## src/rtl/lsu_pkg.sv

```systemverilog
// Shared types for the load/store unit: access size codes, FSM states and
// the byte-lane base mask for each size.
package lsu_pkg;
  localparam int XLEN = 64;

  typedef enum logic [1:0] {
    SZ_B = 2'd0,
    SZ_H = 2'd1,
    SZ_W = 2'd2,
    SZ_D = 2'd3
  } size_e;

  typedef enum logic [1:0] {
    IDLE   = 2'd0,
    ACCESS = 2'd1,
    RESP   = 2'd2
  } state_e;

  function automatic logic [7:0] size_to_mask(input size_e size);
    case (size)
      SZ_B:    return 8'h01;
      SZ_H:    return 8'h03;
      SZ_W:    return 8'h0F;
      default: return 8'hFF;
    endcase
  endfunction
endpackage

```

## src/rtl/mem_lsu_if.sv

```systemverilog
// Request/response handshake plus the simulation memory port of the LSU.
// slave = the LSU itself, master = execute/writeback/memory environment.
interface mem_lsu_if;
  logic                     req_valid;
  logic                     req_ready;
  logic                     req_is_store;
  logic [1:0]               req_size;
  logic                     req_unsigned;
  logic [lsu_pkg::XLEN-1:0] req_addr;
  logic [lsu_pkg::XLEN-1:0] req_wdata;
  logic [4:0]               req_rd;

  logic                     resp_valid;
  logic                     resp_ready;
  logic [lsu_pkg::XLEN-1:0] resp_rdata;
  logic [4:0]               resp_rd;
  logic                     resp_misalign;

  logic                     men;
  logic                     mwen;
  logic [lsu_pkg::XLEN-1:0] raddr;
  logic [lsu_pkg::XLEN-1:0] rdata;
  logic [lsu_pkg::XLEN-1:0] waddr;
  logic [lsu_pkg::XLEN-1:0] wdata;
  logic [7:0]               wmask;

  modport slave (
    input  req_valid, req_is_store, req_size, req_unsigned, req_addr, req_wdata, req_rd,
    output req_ready,
    output resp_valid, resp_rdata, resp_rd, resp_misalign,
    input  resp_ready,
    output men, mwen, raddr, waddr, wdata, wmask,
    input  rdata
  );

  modport master (
    output req_valid, req_is_store, req_size, req_unsigned, req_addr, req_wdata, req_rd,
    input  req_ready,
    input  resp_valid, resp_rdata, resp_rd, resp_misalign,
    output resp_ready,
    input  men, mwen, raddr, waddr, wdata, wmask,
    output rdata
  );
endinterface

```

## src/rtl/lsu_align.sv

```systemverilog
// Combinational lane logic: misalignment check, store mask/data shift and
// load extract with sign or zero extension.
module lsu_align
  import lsu_pkg::*;
(
  input  size_e            size,
  input  logic [2:0]       off,
  input  logic             uns,
  input  logic [XLEN-1:0]  st_data,
  input  logic [XLEN-1:0]  ld_word,
  output logic             misalign,
  output logic [7:0]       wmask,
  output logic [XLEN-1:0]  wdata,
  output logic [XLEN-1:0]  ld_data
);
  logic [5:0]      sh_amt;
  logic [XLEN-1:0] ld_sh;

  function automatic logic [XLEN-1:0] extend(input size_e sz, input logic u,
                                             input logic [XLEN-1:0] d);
    logic signed [7:0]  b_s;
    logic signed [15:0] h_s;
    logic signed [31:0] w_s;
    b_s = d[7:0];
    h_s = d[15:0];
    w_s = d[31:0];
    case (sz)
      SZ_B:    if (u) return XLEN'(d[7:0]);  else return XLEN'(b_s);
      SZ_H:    if (u) return XLEN'(d[15:0]); else return XLEN'(h_s);
      SZ_W:    if (u) return XLEN'(d[31:0]); else return XLEN'(w_s);
      default: return d;
    endcase
  endfunction

  always_comb begin
    misalign = 1'b0;
    case (size)
      SZ_H:    misalign = off[0];
      SZ_W:    misalign = |off[1:0];
      SZ_D:    misalign = |off;
      default: misalign = 1'b0;
    endcase
  end

  assign sh_amt  = {off, 3'b000};
  assign wmask   = size_to_mask(size) << off;
  assign wdata   = st_data << sh_amt;
  assign ld_sh   = ld_word >> sh_amt;
  assign ld_data = extend(size, uns, ld_sh);
endmodule

```

## src/rtl/mem_lsu.sv

```systemverilog
// Load/store unit: accepts one request, drives the memory port for a single
// registered cycle, then holds the response until writeback takes it.
module mem_lsu
  import lsu_pkg::*;
(
  input  logic      clk,
  input  logic      rst_n,
  mem_lsu_if.slave  bus
);
  state_e          state_q, state_nx;
  logic            accept;
  logic            st_q, uns_q;
  size_e           size_q;
  logic [2:0]      off_q;

  size_e           al_size;
  logic [2:0]      al_off;
  logic            al_uns;
  logic            al_misalign;
  logic [7:0]      al_wmask;
  logic [XLEN-1:0] al_wdata, al_ld;

  // In IDLE the aligner looks at the incoming request; afterwards at the latched one.
  assign al_size = (state_q == IDLE) ? size_e'(bus.req_size) : size_q;
  assign al_off  = (state_q == IDLE) ? bus.req_addr[2:0]     : off_q;
  assign al_uns  = (state_q == IDLE) ? bus.req_unsigned      : uns_q;

  lsu_align u_align (
    .size     (al_size),
    .off      (al_off),
    .uns      (al_uns),
    .st_data  (bus.req_wdata),
    .ld_word  (bus.rdata),
    .misalign (al_misalign),
    .wmask    (al_wmask),
    .wdata    (al_wdata),
    .ld_data  (al_ld)
  );

  always_ff @(posedge clk or negedge rst_n) begin
    if (!rst_n) state_q <= IDLE;
    else        state_q <= state_nx;
  end

  always_comb begin
    state_nx      = state_q;
    accept        = 1'b0;
    bus.req_ready = 1'b0;
    case (state_q)
      IDLE: begin
        bus.req_ready = 1'b1;
        if (bus.req_valid) begin
          accept   = 1'b1;
          state_nx = al_misalign ? RESP : ACCESS;
        end
      end
      ACCESS:  state_nx = RESP;
      RESP:    if (bus.resp_ready) state_nx = IDLE;
      default: state_nx = IDLE;
    endcase
  end

  // Memory-port outputs come straight from flops so the port never sees glitches.
  always_ff @(posedge clk or negedge rst_n) begin
    if (!rst_n) begin
      st_q              <= 1'b0;
      uns_q             <= 1'b0;
      size_q            <= SZ_B;
      off_q             <= 3'd0;
      bus.men           <= 1'b0;
      bus.mwen          <= 1'b0;
      bus.raddr         <= '0;
      bus.waddr         <= '0;
      bus.wdata         <= '0;
      bus.wmask         <= 8'h00;
      bus.resp_valid    <= 1'b0;
      bus.resp_rdata    <= '0;
      bus.resp_rd       <= 5'd0;
      bus.resp_misalign <= 1'b0;
    end else begin
      bus.men        <= accept && !al_misalign;
      bus.mwen       <= accept && !al_misalign && bus.req_is_store;
      bus.resp_valid <= (state_nx == RESP);
      if (accept) begin
        st_q              <= bus.req_is_store;
        uns_q             <= bus.req_unsigned;
        size_q            <= size_e'(bus.req_size);
        off_q             <= bus.req_addr[2:0];
        bus.resp_rd       <= bus.req_rd;
        bus.resp_misalign <= al_misalign;
        bus.resp_rdata    <= '0;
        if (!al_misalign) begin
          bus.raddr <= {bus.req_addr[XLEN-1:3], 3'b000};
          bus.waddr <= {bus.req_addr[XLEN-1:3], 3'b000};
          bus.wdata <= al_wdata;
          bus.wmask <= al_wmask;
        end
      end
      if (state_q == ACCESS && !st_q) bus.resp_rdata <= al_ld;
    end
  end
endmodule
```

## src/flat_wrapper.sv

```systemverilog
// flat-port wrapper written by rule: the top's interface ports become plain ports
module mem_lsu_flat import lsu_pkg::*;
  (clk, rst_n, bus_req_valid, bus_req_is_store, bus_req_size, bus_req_unsigned, bus_req_addr, bus_req_wdata, bus_req_rd, bus_req_ready, bus_resp_valid, bus_resp_rdata, bus_resp_rd, bus_resp_misalign, bus_resp_ready, bus_men, bus_mwen, bus_raddr, bus_waddr, bus_wdata, bus_wmask, bus_rdata);
  mem_lsu_if bus_i ();
  input  logic clk;
  input  logic rst_n;
  input wire logic [$bits(bus_i.req_valid)-1:0] bus_req_valid;
  input wire logic [$bits(bus_i.req_is_store)-1:0] bus_req_is_store;
  input wire logic [$bits(bus_i.req_size)-1:0] bus_req_size;
  input wire logic [$bits(bus_i.req_unsigned)-1:0] bus_req_unsigned;
  input wire logic [$bits(bus_i.req_addr)-1:0] bus_req_addr;
  input wire logic [$bits(bus_i.req_wdata)-1:0] bus_req_wdata;
  input wire logic [$bits(bus_i.req_rd)-1:0] bus_req_rd;
  output wire logic [$bits(bus_i.req_ready)-1:0] bus_req_ready;
  output wire logic [$bits(bus_i.resp_valid)-1:0] bus_resp_valid;
  output wire logic [$bits(bus_i.resp_rdata)-1:0] bus_resp_rdata;
  output wire logic [$bits(bus_i.resp_rd)-1:0] bus_resp_rd;
  output wire logic [$bits(bus_i.resp_misalign)-1:0] bus_resp_misalign;
  input wire logic [$bits(bus_i.resp_ready)-1:0] bus_resp_ready;
  output wire logic [$bits(bus_i.men)-1:0] bus_men;
  output wire logic [$bits(bus_i.mwen)-1:0] bus_mwen;
  output wire logic [$bits(bus_i.raddr)-1:0] bus_raddr;
  output wire logic [$bits(bus_i.waddr)-1:0] bus_waddr;
  output wire logic [$bits(bus_i.wdata)-1:0] bus_wdata;
  output wire logic [$bits(bus_i.wmask)-1:0] bus_wmask;
  input wire logic [$bits(bus_i.rdata)-1:0] bus_rdata;
  assign bus_i.req_valid = bus_req_valid;
  assign bus_i.req_is_store = bus_req_is_store;
  assign bus_i.req_size = bus_req_size;
  assign bus_i.req_unsigned = bus_req_unsigned;
  assign bus_i.req_addr = bus_req_addr;
  assign bus_i.req_wdata = bus_req_wdata;
  assign bus_i.req_rd = bus_req_rd;
  assign bus_req_ready = bus_i.req_ready;
  assign bus_resp_valid = bus_i.resp_valid;
  assign bus_resp_rdata = bus_i.resp_rdata;
  assign bus_resp_rd = bus_i.resp_rd;
  assign bus_resp_misalign = bus_i.resp_misalign;
  assign bus_i.resp_ready = bus_resp_ready;
  assign bus_men = bus_i.men;
  assign bus_mwen = bus_i.mwen;
  assign bus_raddr = bus_i.raddr;
  assign bus_waddr = bus_i.waddr;
  assign bus_wdata = bus_i.wdata;
  assign bus_wmask = bus_i.wmask;
  assign bus_i.rdata = bus_rdata;
  mem_lsu u_core (.clk(clk), .rst_n(rst_n), .bus(bus_i));
endmodule
```

## config.mk

```make
export PLATFORM = sky130hd
export DESIGN_NAME = mem_lsu_flat
export DESIGN_NICKNAME = d
export VERILOG_FILES = /design/src/rtl/lsu_pkg.sv /design/src/rtl/mem_lsu_if.sv /design/src/rtl/lsu_align.sv /design/src/rtl/mem_lsu.sv /design/src/flat_wrapper.sv
export SDC_FILE = /design/constraint.sdc
export NUM_CORES = 1
export LEC_CHECK = 0
export BUFFER_PORTS_ARGS = -buffer_cell sky130_fd_sc_hd__buf_4
export CORE_MARGIN = 4
export CORE_UTILIZATION = 37
export CTS_BUF_LIST = sky130_fd_sc_hd__clkbuf_16
export DETAILED_ROUTE_END_ITERATION = 12
export SLEW_MARGIN = 25
export SYNTH_ARGS = -nofsm -noshare
export SYNTH_HDL_FRONTEND = slang
export SYNTH_SLANG_ARGS = --single-unit
```

## constraint.sdc

```tcl
create_clock -name clk -period 3.3 [get_ports clk]
set_input_delay 0.66 -clock clk [delete_from_list [all_inputs] [get_ports clk]]
set_output_delay 0.66 -clock clk [all_outputs]
set_load 0.005 [all_outputs]
```

======== Word level (Yosys, flattened, before mapping) ========
Cells that the tools add are included.
W data, S select, Z words.
cells by class
  equality and inequality tests ........... 6
  shift operators ......................... 3
  mux-type cells .......................... 18
  bitwise logic cells ..................... 1
  reduce and logical (&&, ||, !) cells .... 11
operators by type and width
  cell                  count
  $mux W64              5
  $pmux W64 S3          1
  $shl A64 B6 Y64       1
  $shr A64 B6 Y64       1
  $pmux W8 S3           1
  $eq A2 B2 Y1 const B  4
  $mux W2               4
  $shl A8 B3 Y8         1
  $pmux W2 S3           1
  $eq A2 B1 Y1 const B  2
  $logic_not A2 Y1      2
  $mux W1               4
  $logic_and A1 B1 Y1   3
  $mux W3               1
  $pmux W1 S3           1
  $reduce_or A3 Y1      1
  $logic_not A1 Y1      2
  $reduce_and A2 Y1     1
  $reduce_bool A2 Y1    1
  $reduce_or A2 Y1      1
  $not A1 Y1            1
word-level totals
  register bits after elaboration ......... 215
  input port bits ......................... 205
  output and inout bits ................... 274
  logic and storage cells ................. 53

======== Longest topological paths before layout ========
  depth in word-level cells ............... 8
  gate-level depth with buffers ........... 13

======== Modules after synthesis ========
A second synthesis with hierarchy kept.
second synthesis, totals
  cells, all modules ...................... 1,291
  area total of the unflattened synthesis .. 13,863.3 um2
by module, submodules not included
  module     instances  cells each  area each (um2)  sequential area each (um2)
  mem_lsu    1          691         9,447.8          5,380.2
  lsu_align  1          600         4,415.5          0.0

======== Worst setup path after synthesis ========
Ideal clock, no wire load.
  kind .................................... input -> register
  from .................................... input port bus_req_addr[1]
  to ...................................... register u_core.bus.resp_rdata[62]
  arrival ................................. 2.480 ns
  slack ................................... 0.698 ns
  cell stages on the path ................. 9
  path through ............................ or3b_4 > a211o_1 > buf_6 > o32a_1 > o221a_4 > a2bb2oi_4 > and3_4 > buf_8 > a21oi_2
between the ends
  word-level cells in the longest chain between the ends .. 5
  elaborated cells on any way between the ends .. 7
  classes of those cells .................. shift (1); mux (6)
ends and longest elaborated chain
  element                      RTL line                                           RTL
  from (decl)                  flat_wrapper.sv:11                                 input wire logic [$bits(bus_i.req_addr)-1:0] bus_req_addr;
  $mux W3 *                    mem_lsu.sv:25                                      assign al_off = (state_q == IDLE) ? bus.req_addr[2:0] : off_q;
  $shr A64 B6 Y64 *            lsu_align.sv:48                                    assign ld_sh = ld_word >> sh_amt;
  $mux W64 (on tied branches)  lsu_align.sv:30, lsu_align.sv:28, lsu_align.sv:29
  $pmux W64 S3 *               lsu_align.sv:27                                    case (sz)
  $mux W64 *                   mem_lsu.sv:99                                      if (state_q == ACCESS && !st_q) bus.resp_rdata <= al_ld;
  to (signal assigned)         mem_lsu.sv:99
  to (decl)                    mem_lsu_if.sv:30                                   output resp_valid, resp_rdata, resp_rd, resp_misalign,
Mark *: on every way between the ends. The rest lies on a longest branch, timed or not.
A chain may end at the register's enable or synchronous reset.

======== Worst setup path in the final report ========
  from .................................... register u_core.state_q[0]
  to ...................................... register u_core.bus.resp_rdata[45]
between the ends
  word-level cells in the longest chain between the ends .. 6
  elaborated cells on any way between the ends .. 17
  classes of those cells .................. eq/ne (3); shift (1); mux (9); reduce/logical (4)
ends and longest elaborated chain
  element                      RTL line                                           RTL
  from (decl)                  mem_lsu.sv:10                                      state_e state_q, state_nx;
  from (signal assigned)       mem_lsu.sv:42                                      else state_q <= state_nx;
  $logic_not A2 Y1             n/a
  $mux W3                      mem_lsu.sv:25
  $shr A64 B6 Y64              lsu_align.sv:48
  $mux W64 (on tied branches)  lsu_align.sv:30, lsu_align.sv:28, lsu_align.sv:29
  $pmux W64 S3                 lsu_align.sv:27
  $mux W64                     mem_lsu.sv:99
Several ways; a longest one is shown, not always the timed one.

==> results.txt <==
The initial antenna violation count came out at 4. The fraction of met3 tracks used by global routing is 7.39%. The number of optimization iterations in the first detailed-route pass is 6. The power per standard cell area came out at 1130 nW/um2. The cell count after synthesis came out at approximately 1,400. After layout, the design draws a total of around 0.018 W.

The count of placed standard cells in the final layout, fillers left out is 2,203. TritonCTS built the clock tree. The final clock period utilization by the worst path came out at about nine tenths. Compared with the post-synthesis result, the final layout area differs by 36.8%. The summed instance area of the synthesized netlist came out at between 10,000 and 15,000 um2. The via count of the first global-routing pass came out at 11,900. The static leakage came out at around 8.3 nW. Summed over all instances, the cell type with the most area after synthesis is dfrtp_1. Data on the critical path arrives at its endpoint at 3.41 ns. The number of fill cells in the layout is about 3,000. CTS saw approximately 220 sinks. The initial standard-cell utilization of the core is a little under two fifths. The count of cells resized by post-cts repair came out at 0.

The max-cap violation count is 0. The run finished with clean final reports. The share of synthesized area occupied by flip-flops and latches came out at between 40% and 50%. For this run, design rule violations remaining after detail routing come to 0. The sum of overflow across all layers after global routing is 0. The clock-pin transition on the worst setup and hold timing paths is ~0.060 ns. The maximum clock frequency is between 300 and 400 MHz. The half-perimeter wire length after detailed placement came out at 38,700 um. In the final routed layout, each cell accounts on average for roughly 23 um. The site row count came out at 65. The highest fanout seen on the critical path came out at 30. The total via count after detailed routing came out at 12,000.

Entering global routing, the biggest net connects between 100 and 150 pins. The number of synthesized register bits came out at 215. The final worst slack came out at 0.338 ns.

Setup repair after global routing left no endpoint under its margin. The met1 track demand over resource is a little under two fifths. The total number of nets in the final design came out at 1,986. The most used flip-flop cell after synthesis is dfrtp_1. The share of Yosys cell area claimed by the top area cell type came out at ~45%.

The placeable core area is 31,700 um2. The initial DRC count came out at around 1,000. STA classifies the critical path endpoint as a flip-flop. The overall die width came out at between 150 and 200 um. The endpoint required time on the critical path is approximately 3.8 ns.

The final number of max-transition violations came to 0. The final count of hold timing violations came out at 0. IR analysis of the VDD net gives a maximum drop of about 0.61 mV. The headroom to the max-slew limit came out at between 30 and 40%. The routability-driven placement congestion ratio is between 0.9 and 1.

The total of buffers placed on input and output ports is approximately 470. During I/O placement, the number of pins put on the boundary was roughly 480. Counting flops with a built-in enable in the synthesized netlist gives 0.

The met2 capacity usage during global routing came out at between 40% and 50%. The maximum root-to-sink buffer count is 3. Counting distinct cell types in the post-synthesis netlist gives 60. The mean cell area of the mapped netlist is approximately 8.5 um2. The number of cells in the design after placement is 2,155. The count of endpoints failing setup in the final report is 0. The worst setup path is of the reg -> reg kind. The wire length of the first global-routing pass is 75,200 um.

met2 is the most crowded layer. The number of buffers created by CTS is 26. The setup total negative slack is 0 ns. The final period demand of the worst path is between 2 and 3 ns. Yosys printed 0 warnings. The count of nets left with antenna violations after detail routing came out at 0.

Prior to clock tree synthesis, the placed netlist has a worst setup slack of between 0.15 and 0.2 ns. The ratio of cells with drive above 1 in the final layout is ~34%. The share of async-settable or async-resettable flops after synthesis came out at 100%. The path class of the tightest hold or removal check is in -> async. The mean number of vias per cell is ~5.4. The total track usage came out at between 20% and 30%. The quantity of hold-fixing buffers added after cts came out at 0. The total wire length after detailed routing came out at slightly above 50,000 um.

The final setup skew came out at about 0.016 ns. The area enclosed by the die boundary came out at 35,300 um2. The vertical extent of the die is roughly 190 um.

The clock latency on the worst-skew pair is about 0.55 ns. The worst setup path is launched from a flip-flop. The post-CTS setup repair buffer count is 0.

CTS placed an instance of clkbuf_16 at the clock tree root. By area the synthesized netlist is led by dfrtp_1 45%, nand2_1 13%, mux2i_1 7.3%, a21oi_1 5.4%, buf_4 4.3%. At the pin with the least slew margin, the transition time is 1.04 ns. The number of levels in the clock H-tree is 1.
-- routing by layer --
layer | wire length [um] | vias up
li1 | - | 5520
met1 | 21400 | 5716
met2 | 23000 | 612
met3 | 4770 | 108
met4 | 1950 | 0
met5 | 0 | -
-- cells by family after synthesis --
group	count (synthesis)	share of synthesized area, %
flops	215	44.9
mux	110	9.49
buf+inv	177	8.47
other cells	1	0.0313
compound gates	351	18.3
simple gates	547	18.8
-- layout make-up --
cell class,instances,area [um2],area share (%)
Antenna cell,4,10.0,0.0611
Clock buffer,26,651,3.97
Clock inverter,18,174,1.06
Inverter,3,13.8,0.0840
Multi-Input combinational cell,1014,5630,34.4
Sequential cell,215,5380,32.8
Tap cell,402,503,3.07
Timing Repair Buffer,521,4020,24.5
-- synth_stat cells, types with 2 or more instances --
library cell / number
a211o_1: 9
and3_1: 19
a21o_1: 3
mux2_2: 20
a211oi_1: 2
a31oi_1: 22
nand2_1: 409
nand3_1: 43
nand3b_1: 2
nor2_1: 47
or3_1: 9
and2_1: 3
a21oi_1: 129
o31ai_1: 18
dfrtp_1: 215
o21a_1: 22
o21ai_0: 70
clkbuf_1: 64
a21oi_2: 14
nor3_1: 3
mux2i_1: 87
buf_1: 6
o211ai_1: 17
buf_2: 28
o2111ai_1: 6
o22ai_1: 9
buf_6: 6
buf_4: 69
inv_2: 2
o221ai_1: 9
or2_2: 2
a22oi_1: 7
o21ai_1: 3
-- state kept, by name, indices dropped and copies added, names as in the netlist --
| register | cells |
|---|---|
| u_core.uns_q | 1 |
| u_core.bus.resp_valid | 1 |
| u_core.bus.resp_rdata | 64 |
| u_core.bus.wmask | 8 |
| u_core.bus.resp_rd | 5 |
| u_core.state_q | 2 |
| u_core.off_q | 3 |
| u_core.bus.mwen | 1 |
| u_core.bus.resp_misalign | 1 |
| u_core.bus.waddr | 61 |
| u_core.st_q | 1 |
| u_core.bus.men | 1 |
| u_core.size_q | 2 |
| u_core.bus.wdata | 64 |
-- worst max-delay path, cell delays in order (launching register included) --
cell	delay (ns)
dfrtp_1	0.50
nor3b_2	0.68
o21ai_0	0.25
a31oi_1	0.28
a221oi_1	0.13
or4_4	0.47
and3_4	0.33
a21oi_1	0.21
-- metrics by stage --
step                utilization, %  area, um2  hold slack, ns
floorplan                        -      12000           0.364
global placement              49.0      15500           0.463
detailed placement            49.0      15500           0.472
CTS                           51.6      16400          0.0861
global route                  51.7      16400           0.115
finish                        51.7      16400          0.0764
-- where the power goes --
part           internal [W]  switching, W  total (W)
registers           0.00374      0.000860    0.00460
logic               0.00469       0.00635     0.0110
clock network       0.00166       0.00118    0.00284
-- worst paths after layout --
path	slack, ns	cells past startpoint	to	from
min in group clk	0.30	3	u_core.bus.waddr[12]	bus_req_addr[12]
hold reg to reg	0.48	2	u_core.bus.wdata[19]	u_core.bus.wdata[19]
setup / recovery	0.34	7	u_core.bus.resp_rdata[45]	u_core.state_q[0]
setup reg to reg	0.34	7	u_core.bus.resp_rdata[45]	u_core.state_q[0]
max in group asynchronous	2.25	2	u_core.bus.resp_rdata[0]	rst_n
hold / removal	0.08	1	u_core.bus.mwen	rst_n
-- layout by cell type, fill, tap and decap left out, types with 8 or more instances in the layout --
| master | n |
|---|---|
| dfrtp_1 | 215 |
| o21ai_0 | 70 |
| and3_1 | 19 |
| mux2i_1 | 87 |
| a21oi_1 | 128 |
| o22ai_1 | 9 |
| a21oi_2 | 15 |
| o211ai_1 | 17 |
| mux2_2 | 20 |
| or3_1 | 9 |
| o21a_1 | 22 |
| nand3_1 | 43 |
| nor2_1 | 45 |
| buf_12 | 8 |
| nand2_1 | 407 |
| buf_4 | 512 |
| a31oi_1 | 22 |
| o31ai_1 | 18 |
| clkbuf_16 | 26 |
| o221ai_1 | 9 |
| a211o_1 | 9 |
No activity file was read; power rests on OpenSTA's default activity.
